[config.mk]
export PLATFORM = sky130hd
export DESIGN_NAME = fetch_unit
export DESIGN_NICKNAME = d
export VERILOG_FILES = /design/src/rtl/fetch_unit_pkg.sv /design/src/rtl/fetch_unit_buffer.sv /design/src/rtl/fetch_unit.sv
export SDC_FILE = /design/constraint.sdc
export NUM_CORES = 1
export LEC_CHECK = 0
export CORE_MARGIN = 2
export CORE_UTILIZATION = 40
export DETAILED_ROUTE_END_ITERATION = 10
export PLACE_DENSITY_LB_ADDON = 0.2
export SLEW_MARGIN = 0
export SYNTH_ARGS = -nofsm -noshare
export SYNTH_HDL_FRONTEND = slang
export SYNTH_SLANG_ARGS = --single-unit
[constraint.sdc]
create_clock -name clk -period 4.5 [get_ports clk]
set_input_delay 0.9 -clock clk [delete_from_list [all_inputs] [get_ports clk]]
set_output_delay 0.9 -clock clk [all_outputs]
set_load 0.05 [all_outputs]
[src/rtl/fetch_unit_pkg.sv]
// Shared fetch-stage definitions: word width, FSM encodings, bench cycle time and PC helper.
// The wrap option for the top level is selected with the FETCH_WRAP_EN macro.
`ifndef FETCH_DEFINITIONS_VH
`define FETCH_DEFINITIONS_VH
`define WORD 32
`define FS_IDLE 2'd0
`define FS_RUN 2'd1
`define FS_FLUSH 2'd2
`define FS_DONE 2'd3
`define CYCLE 10
`endif

package fetch_unit_pkg;

  localparam int WORD_W = `WORD;
  localparam int ENTRY_W = 2 * WORD_W;

  localparam logic [1:0] ST_IDLE = `FS_IDLE;
  localparam logic [1:0] ST_RUN = `FS_RUN;
  localparam logic [1:0] ST_FLUSH = `FS_FLUSH;
  localparam logic [1:0] ST_DONE = `FS_DONE;

  typedef struct packed {
    logic [WORD_W-1:0] pc;
    logic [WORD_W-1:0] instr;
  } fetch_entry_t;

  // At the last word either wrap to 0 or hold there, depending on the build.
  function automatic logic [WORD_W-1:0] pc_advance(
    input logic [WORD_W-1:0] cur,
    input logic [WORD_W-1:0] last,
    input logic wrap
  );
    logic [WORD_W-1:0] nxt;
    nxt = cur + 1'b1;
    if (cur == last) begin
      nxt = wrap ? '0 : cur;
    end
    return nxt;
  endfunction

endpackage

[src/rtl/fetch_unit_buffer.sv]
// Two-entry {pc, instr} FIFO between instruction fetch and decode; clear wins over push/pop.
import fetch_unit_pkg::*;

module fetch_buffer (
  input  logic               clk,
  input  logic               rst_n,
  input  logic               push,
  input  logic [ENTRY_W-1:0] push_data,
  input  logic               pop,
  input  logic               clear,
  output logic [1:0]         count,
  output logic [ENTRY_W-1:0] head,
  output logic               valid
);

  logic [ENTRY_W-1:0] entry [2];
  logic               rd_ptr;
  logic               wr_ptr;
  logic               do_push;
  logic               do_pop;

  assign do_pop  = pop && (count != 2'd0);
  // A full buffer may still accept a push when its head leaves in the same cycle.
  assign do_push = push && ((count != 2'd2) || do_pop);

  always_ff @(posedge clk or negedge rst_n) begin
    if (!rst_n) begin
      count    <= 2'd0;
      rd_ptr   <= 1'b0;
      wr_ptr   <= 1'b0;
      entry[0] <= '0;
      entry[1] <= '0;
    end else if (clear) begin
      count  <= 2'd0;
      rd_ptr <= 1'b0;
      wr_ptr <= 1'b0;
    end else begin
      if (do_push) begin
        entry[wr_ptr] <= push_data;
        wr_ptr        <= ~wr_ptr;
      end
      if (do_pop) begin
        rd_ptr <= ~rd_ptr;
      end
      count <= count + {1'b0, do_push} - {1'b0, do_pop};
    end
  end

  assign valid = (count != 2'd0);
  assign head  = valid ? entry[rd_ptr] : '0;

endmodule

[src/rtl/fetch_unit.sv]
// Instruction fetch initiator: PC, one in-flight request tag, FSM, redirect and end-of-memory stop.
// Define FETCH_WRAP_EN to wrap the PC at the end of memory instead of stopping in DONE.
import fetch_unit_pkg::*;

module fetch_unit #(
  parameter int          MEM_DEPTH = 1024,
  parameter logic [31:0] RESET_PC  = 32'd0
) (
  input  logic        clk,
  input  logic        rst_n,
  input  logic        en,
  input  logic        redirect_valid,
  input  logic [31:0] redirect_pc,
  output logic [31:0] pc,
  input  logic [31:0] instruction,
  output logic        if_valid,
  input  logic        if_ready,
  output logic [31:0] if_pc,
  output logic [31:0] if_instr,
  output logic        halted
);

`ifdef FETCH_WRAP_EN
  localparam logic WRAP_EN = 1'b1;
`else
  localparam logic WRAP_EN = 1'b0;
`endif

  localparam logic [WORD_W-1:0] LAST_PC = 32'(MEM_DEPTH - 1);

  logic [1:0]         state;
  logic [1:0]         state_nxt;
  logic               req_v;
  logic [WORD_W-1:0]  req_pc;
  logic               redirect;
  logic               issue_state;
  logic               issue;
  logic               last_issue;
  logic [2:0]         occupancy;

  logic               buf_push;
  logic               buf_pop;
  logic               buf_clear;
  logic [1:0]         buf_count;
  logic               buf_valid;
  logic [ENTRY_W-1:0] buf_head;
  fetch_entry_t       push_entry;
  fetch_entry_t       head_entry;

  assign redirect    = redirect_valid && (state != ST_IDLE);
  assign buf_pop     = buf_valid && if_ready;
  // Buffered entries after this cycle's pop, plus the response still in flight.
  assign occupancy   = {1'b0, buf_count} + {2'b00, req_v} - {2'b00, buf_pop};
  assign issue_state = (state == ST_IDLE) || (state == ST_RUN) || (state == ST_FLUSH);
  assign issue       = en && issue_state && !redirect && (occupancy < 3'd2);
  assign last_issue  = issue && (pc == LAST_PC) && !WRAP_EN;

  always_comb begin
    state_nxt = state;
    case (state)
      ST_IDLE: begin
        if (en) state_nxt = last_issue ? ST_DONE : ST_RUN;
      end
      ST_RUN: begin
        if (redirect) state_nxt = ST_FLUSH;
        else if (last_issue) state_nxt = ST_DONE;
      end
      ST_FLUSH: begin
        if (redirect) state_nxt = ST_FLUSH;
        else if (last_issue) state_nxt = ST_DONE;
        else state_nxt = ST_RUN;
      end
      ST_DONE: begin
        if (redirect) state_nxt = ST_FLUSH;
      end
      default: state_nxt = ST_IDLE;
    endcase
  end

  always_ff @(posedge clk or negedge rst_n) begin
    if (!rst_n) begin
      state  <= ST_IDLE;
      pc     <= RESET_PC;
      req_v  <= 1'b0;
      req_pc <= '0;
    end else begin
      state <= state_nxt;
      if (redirect) begin
        pc    <= redirect_pc;
        req_v <= 1'b0;
      end else begin
        req_v <= issue;
        if (issue) begin
          req_pc <= pc;
          pc     <= pc_advance(pc, LAST_PC, WRAP_EN);
        end
      end
    end
  end

  // The memory word returning while in FLUSH belongs to the pre-redirect stream.
  assign buf_push         = req_v && (state != ST_FLUSH);
  assign buf_clear        = redirect;
  assign push_entry.pc    = req_pc;
  assign push_entry.instr = instruction;

  fetch_buffer u_buf (
    .clk       (clk),
    .rst_n     (rst_n),
    .push      (buf_push),
    .push_data (push_entry),
    .pop       (buf_pop),
    .clear     (buf_clear),
    .count     (buf_count),
    .head      (buf_head),
    .valid     (buf_valid)
  );

  assign head_entry = buf_head;
  assign if_valid   = buf_valid;
  assign if_pc      = head_entry.pc;
  assign if_instr   = head_entry.instr;

`ifdef FETCH_WRAP_EN
  assign halted = 1'b0;
`else
  assign halted = (state == ST_DONE) && !buf_valid && !req_v;
`endif

endmodule

==> flow_metrics.tcl, run 1 <==
set metrics [dict create \
    run_status "complete, no violations" \
    portBuffers 166 \
    drive_above_1_share 0.236 \
    ioPinCount 167 \
    post_drt_via_cell_ratio 5.38 \
    synth_area_leaders "sky130_fd_sc_hd__dfrtp_1 (54%), sky130_fd_sc_hd__mux2_2 (20%), sky130_fd_sc_hd__mux2i_1 (7.1%)" \
    place.detailed.hpwl_um 14600 \
    area.sequential_sq_um 4980 \
    rsz0062_at_grt "false" \
    globalplace.congestion 0.793 \
    area_of_the_multi_input_gates_sq_um 4010 \
    wire_length_of_the_first_global_routing_pass_um 35700 \
    drt-wirelength-per-cell_um 18.5 \
    coreArea_sq_um 22600 \
    hold_path_class "reg2reg" \
    core.rowCount 55 \
    seq_area_frac_synth 0.543 \
    area_growth_pct 28.4 \
    grt_overflow 0 \
    ys_dominant_reg_cell "sky130_fd_sc_hd__dfrtp_1" \
    max_cap_viol_count 0 \
    cp_max_fo 19 \
    cts_buffers 17 \
    cp_data_arrival_time_ps 4080 \
    period_needed_ps 3750 \
    timing.fmax_mhz 267 \
    nNetsFinal 981 \
    number_of_failing_setup_endpoints_in_the_final_timing_report 0 \
    ctsLongestPathBuffers 2 \
    synthesis.area_per_instance_sq_um 12.2 \
    clkSinkCount 199 \
    synth.largest_area_cell "sky130_fd_sc_hd__dfrtp_1" \
    post_cts_resize_count 0 \
    max_slew_margin 0.388 \
    die-width_um 155 \
    setup_ws_ps 753 \
    worst_skew_pair.late_latency_ps 420 \
    sum_neg_setup_slack_ps 0 \
    total_die_area_sq_um 24200 \
    cts-htree-levels 4 \
    via_count_of_the_first_global_routing_pass 6544 \
    dp_worst_setup_slack_ps 317 \
    overall_via_count_from_detail_route 6471 \
    start_util 0.406 \
    async_flop_share 1.00 \
    die-height_um 155 \
    end_kind "flip-flop" \
    final.period_utilization 0.833 \
    hold_ws_ps 503 \
    timing.reg2reg.worst_path_depth 13 \
    yosysWarnings 0 \
    antenna_diode_count 0 \
    finalWirelength_um 22200 \
    postSynthRegisterBits 199 \
    ir_drop_mv 0.348 \
    antenna_found_initial 0 \
    crit_path_start_kind "input port" \
    critical_path_class "in2reg" \
    whs_path_depth 1 \
    synth_top_area_share 0.543 \
    post_synth_instance_area_sq_um 9180 \
    drt.antenna.violating_nets 0 \
    p_leak_nw 4.80 \
    report.final.slew_viol_count 0 \
    n_fill_cell 1970 \
    timing_hold_violations_final 0 \
    edff_count_synth 0 \
    p_per_area_nw_per_um2 721 \
    drc_markers 0 \
    detailedRoute.firstPassIterationCount 5 \
    cts_tree "built" \
    cts_post_setup_buffers_inserted 0 \
    cts_hold_buf 0 \
    cp.required_ps 4840 \
    clk_transition_reported_paths_ps 70 \
    ctsRootBufferMaster "sky130_fd_sc_hd__clkbuf_16" \
    worst-slew-pin-transition_ps 918 \
    yosys.cell_types.count 40 \
    synthesis.instances 751 \
    overall_fraction_of_global_route_tracks_in_use 0.188 \
    synth.net_count 825 \
    number_of_drc_violations_after_detailed_routing_iteration_0 467 \
    rrSetupSlack_ps 1000 \
    skew_final_ps 10.2 \
    pin_count_of_the_biggest_net_entering_global_routing 112 \
]
==> kinds of logic (layout without fill, tap and decap cells) <==
kind of cell / Yosys count / after routing / share of synthesized area
AOI/OAI and AO/OA: 67 / 67 / 0.0479
buffers and inverters: 51 / 218 / 0.0237
muxes: 225 / 225 / 0.267
DFF: 199 / 199 / 0.543
xor gates and xnor gates: 6 / 6 / 0.00573
adders and majority gates: 6 / 6 / 0.00886
and+or+nand+nor: 197 / 197 / 0.104
==> worst max-delay path: stages <==
cell	delay (ps)
sky130_fd_sc_hd__clkdlybuf4s50_1	470
sky130_fd_sc_hd__and2_1	190
sky130_fd_sc_hd__ha_1	240
sky130_fd_sc_hd__inv_1	80
sky130_fd_sc_hd__nand2_1	60
sky130_fd_sc_hd__fa_1	470
sky130_fd_sc_hd__nand2_1	100
sky130_fd_sc_hd__nor3_4	350
sky130_fd_sc_hd__buf_4	350
sky130_fd_sc_hd__o2111ai_2	290
sky130_fd_sc_hd__or3_1	410
sky130_fd_sc_hd__a31oi_1	170
==> area by class of cell <==
class	count	share of cell area
multi-input cells	501	0.341
clock buffers	19	0.0376
clock inverters	11	0.0127
well taps	285	0.0303
repair buffers	179	0.153
flip-flops and latches	199	0.423
inverters	9	0.00287
==> synth_stat cells, types with 2 or more instances <==
cell	n
sky130_fd_sc_hd__or2_2	2
sky130_fd_sc_hd__nand3_1	10
sky130_fd_sc_hd__clkbuf_1	27
sky130_fd_sc_hd__ha_1	4
sky130_fd_sc_hd__nor2_1	102
sky130_fd_sc_hd__xor2_1	2
sky130_fd_sc_hd__o211ai_1	3
sky130_fd_sc_hd__o31ai_1	10
sky130_fd_sc_hd__o21ai_1	10
sky130_fd_sc_hd__inv_1	9
sky130_fd_sc_hd__buf_6	2
sky130_fd_sc_hd__nor3_1	5
sky130_fd_sc_hd__buf_1	4
sky130_fd_sc_hd__a31oi_1	29
sky130_fd_sc_hd__nand2_1	20
sky130_fd_sc_hd__mux2i_1	65
sky130_fd_sc_hd__nor4_1	4
sky130_fd_sc_hd__dfrtp_1	199
sky130_fd_sc_hd__nand4_1	13
sky130_fd_sc_hd__xnor2_1	4
sky130_fd_sc_hd__mux2_2	160
sky130_fd_sc_hd__buf_2	9
sky130_fd_sc_hd__or3_1	17
sky130_fd_sc_hd__or4_1	13
sky130_fd_sc_hd__and2_1	4
sky130_fd_sc_hd__o21ai_0	10
==> placed cells by master, fill, tap and decap left out, drive strengths merged, types with 2 or more instances in the layout <==
cell type	instances
a31oi	29
and2	4
buf	13
bufinv	3
clkbuf	20
clkdlybuf4s50	165
clkinv	2
clkinvlp	4
dfrtp	199
ha	4
inv	11
mux2	160
mux2i	65
nand2	20
nand3	10
nand4	13
nor2	102
nor3	6
nor4	5
o211ai	3
o21ai	20
o31ai	11
or2	3
or3	18
or4	14
xnor2	4
xor2	2
==> sequential cells by signal, indices dropped and copies added, names as in the netlist <==
signal,count
pc,32
u_buf.count,2
req_pc,32
req_v,1
u_buf.rd_ptr,1
u_buf.wr_ptr,1
u_buf.entry,128
state,2
==> power breakdown <==
| group | leakage (nW) | internal [mW] | switching, mW |
|---|---|---|---|
| Combinational | 2.10 | 1.62 | 2.21 |
| Sequential | 2.42 | 2.52 | 0.586 |
| Clock | 0.279 | 0.888 | 0.669 |
| Total | 4.80 | 5.03 | 3.46 |
==> path summary, 6_finish.rpt <==
check,end,startpoint
worst max-delay path,pc[30],if_ready
worst min-delay path,u_buf.entry[8],u_buf.entry[8]
worst max register to register,pc[30],u_buf.count[1]
worst min register to register,u_buf.entry[8],u_buf.entry[8]
max in group asynchronous,pc[28],rst_n
min in group asynchronous,u_buf.entry[70],rst_n
==> metal layers <==
| metal | vias to the layer above | part of all wire | global-route usage | routed length [um] |
|---|---|---|---|---|
| met2 | 173 | 0.47 | 0.306 | 10500 |
| li1 | 3000 | - | - | - |
| met5 | - | 0 | 0 | 0 |
| met4 | 0 | 0.011 | 0.0472 | 245 |
| met3 | 16 | 0.050 | 0.0398 | 1110 |
| met1 | 3282 | 0.47 | 0.259 | 10400 |
==> metrics by stage <==
step | util | area (sq um) | power [mW] | std cells
after detailed placement | 0.496 | 11200 | 7.02 | 1173
after global placement | 0.496 | 11200 | 6.96 | 1173
after floorplan | - | 9180 | 5.72 | 751
after CTS | 0.522 | 11800 | 8.60 | 1203
final | 0.522 | 11800 | 8.49 | 1203
after global routing | 0.522 | 11800 | 8.97 | 1203
No activity file was read; power rests on OpenSTA's default activity.
==> run 2: changes to the inputs <==
==> constraint.sdc (replaced) <==
create_clock -name clk -period 3.03 [get_ports clk]
set_input_delay 0.606 -clock clk [delete_from_list [all_inputs] [get_ports clk]]
set_output_delay 0.606 -clock clk [all_outputs]
set_load 0.05 [all_outputs]
==> run 2 against run 1 <==
Effect of this change:
- critical path type is now reg2reg
- utilization up 1.4 points
- the flow now finishes with violations (negative setup slack)
- worst hold slack worse by 290 ps
- sequential cell count unchanged
- largest power group unchanged
- highest routed layer unchanged
==> flow_metrics.tcl, run 2 (same netlist as run 1, synthesis figures left out) <==
set metrics [dict create \
    run_status "complete, but fails checks" \
    failed_checks "negative setup slack" \
    cts_tree "built" \
    nNetsFinal 1008 \
    largest_reg_by_ff_count "u_buf.entry" \
    p_comb_frac 0.460 \
    ir_drop_mv 0.777 \
    drt-wirelength-per-cell_um 18.2 \
    ctsRootBufferMaster "sky130_fd_sc_hd__clkbuf_16" \
    start_util 0.406 \
    end_kind "flip-flop" \
    most_common_cell_after_layout_fill_and_taps_aside "sky130_fd_sc_hd__dfrtp_1" \
    crit_path_cell_trace "nor2_4 > clkinv_4 > and2_4 > ha_4 > inv_4 > nand2_4 > fa_2 > nand2_2 > nor3_4 > buf_12 > buf_6 > o31ai_4 > or4_1 > a31oi_1" \
    drc_markers 0 \
    cts-htree-levels 4 \
    finish.instance_area_sq_um 12100 \
    cell_internal_pwr_mw 7.59 \
    globalplace.congestion 0.804 \
    rrSetupSlack_ps -10 \
    cp_data_arrival_time_ps 3400 \
    wire_length_of_the_first_global_routing_pass_um 35900 \
    die-height_um 155 \
    crit_path_start_kind "flip-flop" \
    cp.required_ps 3390 \
    finalPower_mw 12.9 \
    max_cap_viol_count 0 \
    critical-path-max-stage-delay_ps 530 \
    switching_power_as_a_share_of_total_power 0.412 \
    place.detailed.hpwl_um 14500 \
    skew_final_ps 8.02 \
    cts_buffers 17 \
    clk_transition_reported_paths_ps 70 \
    rsz0062_at_grt "true" \
    antenna_found_initial 0 \
    portBuffers 166 \
    total_die_area_sq_um 24200 \
    layout_common_cells "sky130_fd_sc_hd__dfrtp_1 (197), sky130_fd_sc_hd__mux2_2 (160), sky130_fd_sc_hd__clkdlybuf4s50_1 (111), sky130_fd_sc_hd__nor2_1 (101), sky130_fd_sc_hd__buf_4 (78)" \
    core.rowCount 55 \
    power_switching_mw 5.32 \
    final.period_utilization 1.00 \
    timing.fmax_mhz 329 \
    timing.reg2reg.worst_path_depth 14 \
    hold_path_class "in2async" \
    report.final.slew_viol_count 0 \
    cp_slowest_cell "sky130_fd_sc_hd__fa_2" \
    die-width_um 155 \
    critical_path_class "reg2reg" \
    top_flop_regs "u_buf.entry (128), pc (32), req_pc (32)" \
    post_drt_via_cell_ratio 5.30 \
    post-route-util 0.536 \
    share_seq_of_total_power 0.352 \
    overall_fraction_of_global_route_tracks_in_use 0.189 \
    ctsLongestPathBuffers 2 \
    overall_via_count_from_detail_route 6525 \
    drt.antenna.violating_nets 0 \
    n_fill_cell 2014 \
    startpoint_of_the_lowest_slack_register_to_register_path "u_buf.count[0]" \
    worstReg2RegEnd "pc[29]" \
    p_per_area_nw_per_um2 1070 \
    worst-slew-pin-transition_ps 688 \
    number_of_drc_violations_after_detailed_routing_iteration_0 347 \
    max_slew_margin 0.541 \
    detailedRoute.firstPassIterationCount 4 \
    worst_skew_pair.late_latency_ps 440 \
    timing_hold_violations_final 0 \
    via_count_of_the_first_global_routing_pass 6588 \
    finalWirelength_um 22400 \
    dp_worst_setup_slack_ps -484 \
    period_needed_ps 3040 \
    ioPinCount 167 \
    cts_hold_buf 0 \
    postPlaceCellArea_sq_um 11300 \
    clockPowerShare 0.188 \
    clkSinkCount 199 \
    area_growth_pct 31.9 \
    setup_ws_ps -14.1 \
    antenna_diode_count 0 \
    cp_max_fo 6 \
    grt_overflow 0 \
    p_leak_nw 5.20 \
    number_of_failing_setup_endpoints_in_the_final_timing_report 2 \
    drive_above_1_share 0.328 \
    coreArea_sq_um 22600 \
    pin_count_of_the_biggest_net_entering_global_routing 80 \
    largest_register_ffs 128 \
]
-- run 2: cell types whose count changed in the layout (fill, tap and decap cells not counted), moves of 4 or more --
cell,before,now
sky130_fd_sc_hd__clkinv_4,0,5
sky130_fd_sc_hd__buf_4,10,78
sky130_fd_sc_hd__buf_12,3,8
sky130_fd_sc_hd__dlymetal6s2s_1,0,5
sky130_fd_sc_hd__clkdlybuf4s50_1,165,111
sky130_fd_sc_hd__clkinvlp_4,4,0
-- run 2: metal layers --
layer	routed length [um]	vias to the layer above	track usage
li1	-	3076	-
met3	1020	27	0.0362
met2	10300	160	0.292
met4	333	0	0.0542
met5	0	-	0
met1	10800	3262	0.272
-- run 2: through the flow --
| step | instances | TNS, ps | hold slack (ps) |
|---|---|---|---|
| floorplan | 751 | 0 | 310 |
| global placement | 1190 | -18680 | 487 |
| detailed placement | 1190 | -21460 | 493 |
| CTS | 1222 | -11.0 | 229 |
| global route | 1232 | -1210 | 257 |
| finish | 1232 | -18.8 | 217 |
-- run 2: repair_timing --
action,CTS,global route
gates resized for setup,3,18
pin swaps,1,19
buffers inserted,0,8
endpoints found under the setup margin,18,49
gates cloned,0,2
-- run 2: power by group through the flow --
stage,Clock [mW],Combinational (mW),Sequential (mW)
detailed placement,0,5.85,4.60
global route,2.61,6.32,4.70
finish,2.43,5.93,4.54
global placement,0,5.78,4.56
CTS,2.49,5.88,4.54
floorplan,0,3.91,4.63
-- run 2: how the worst max path moves through the flow --
stage                        start      to  slack [ps]  cells past startpoint
CTS                 u_buf.count[1]  pc[27]         -10                     12
finish              u_buf.count[0]  pc[29]         -10                     14
global route        u_buf.count[0]  pc[29]        -100                     14
global placement          if_ready  pc[21]        -390                     12
detailed placement        if_ready  pc[19]        -480                     13
floorplan           u_buf.count[1]  pc[29]           9                     12
-- run 2: final cells by class --
type / count / area, sq um / share of cell area
Multi-Input combinational cell: 501 / 4090 / 0.338
Timing Repair Buffer: 206 / 1990 / 0.165
Sequential cell: 199 / 4980 / 0.412
Tap cell: 285 / 357 / 0.0295
Clock inverter: 15 / 210 / 0.0174
Clock buffer: 17 / 425 / 0.0352
Inverter: 9 / 41.3 / 0.00341
-- run 2: critical path: cells and delay by family, from the launching register on --
kind	cells	cell delay (ps)
buffers and inverters	4	370
AND/OR/NAND/NOR	6	1160
flip-flops	1	420
adder cells (fa/ha/maj)	2	750
AO/OA/AOI/OAI	2	280
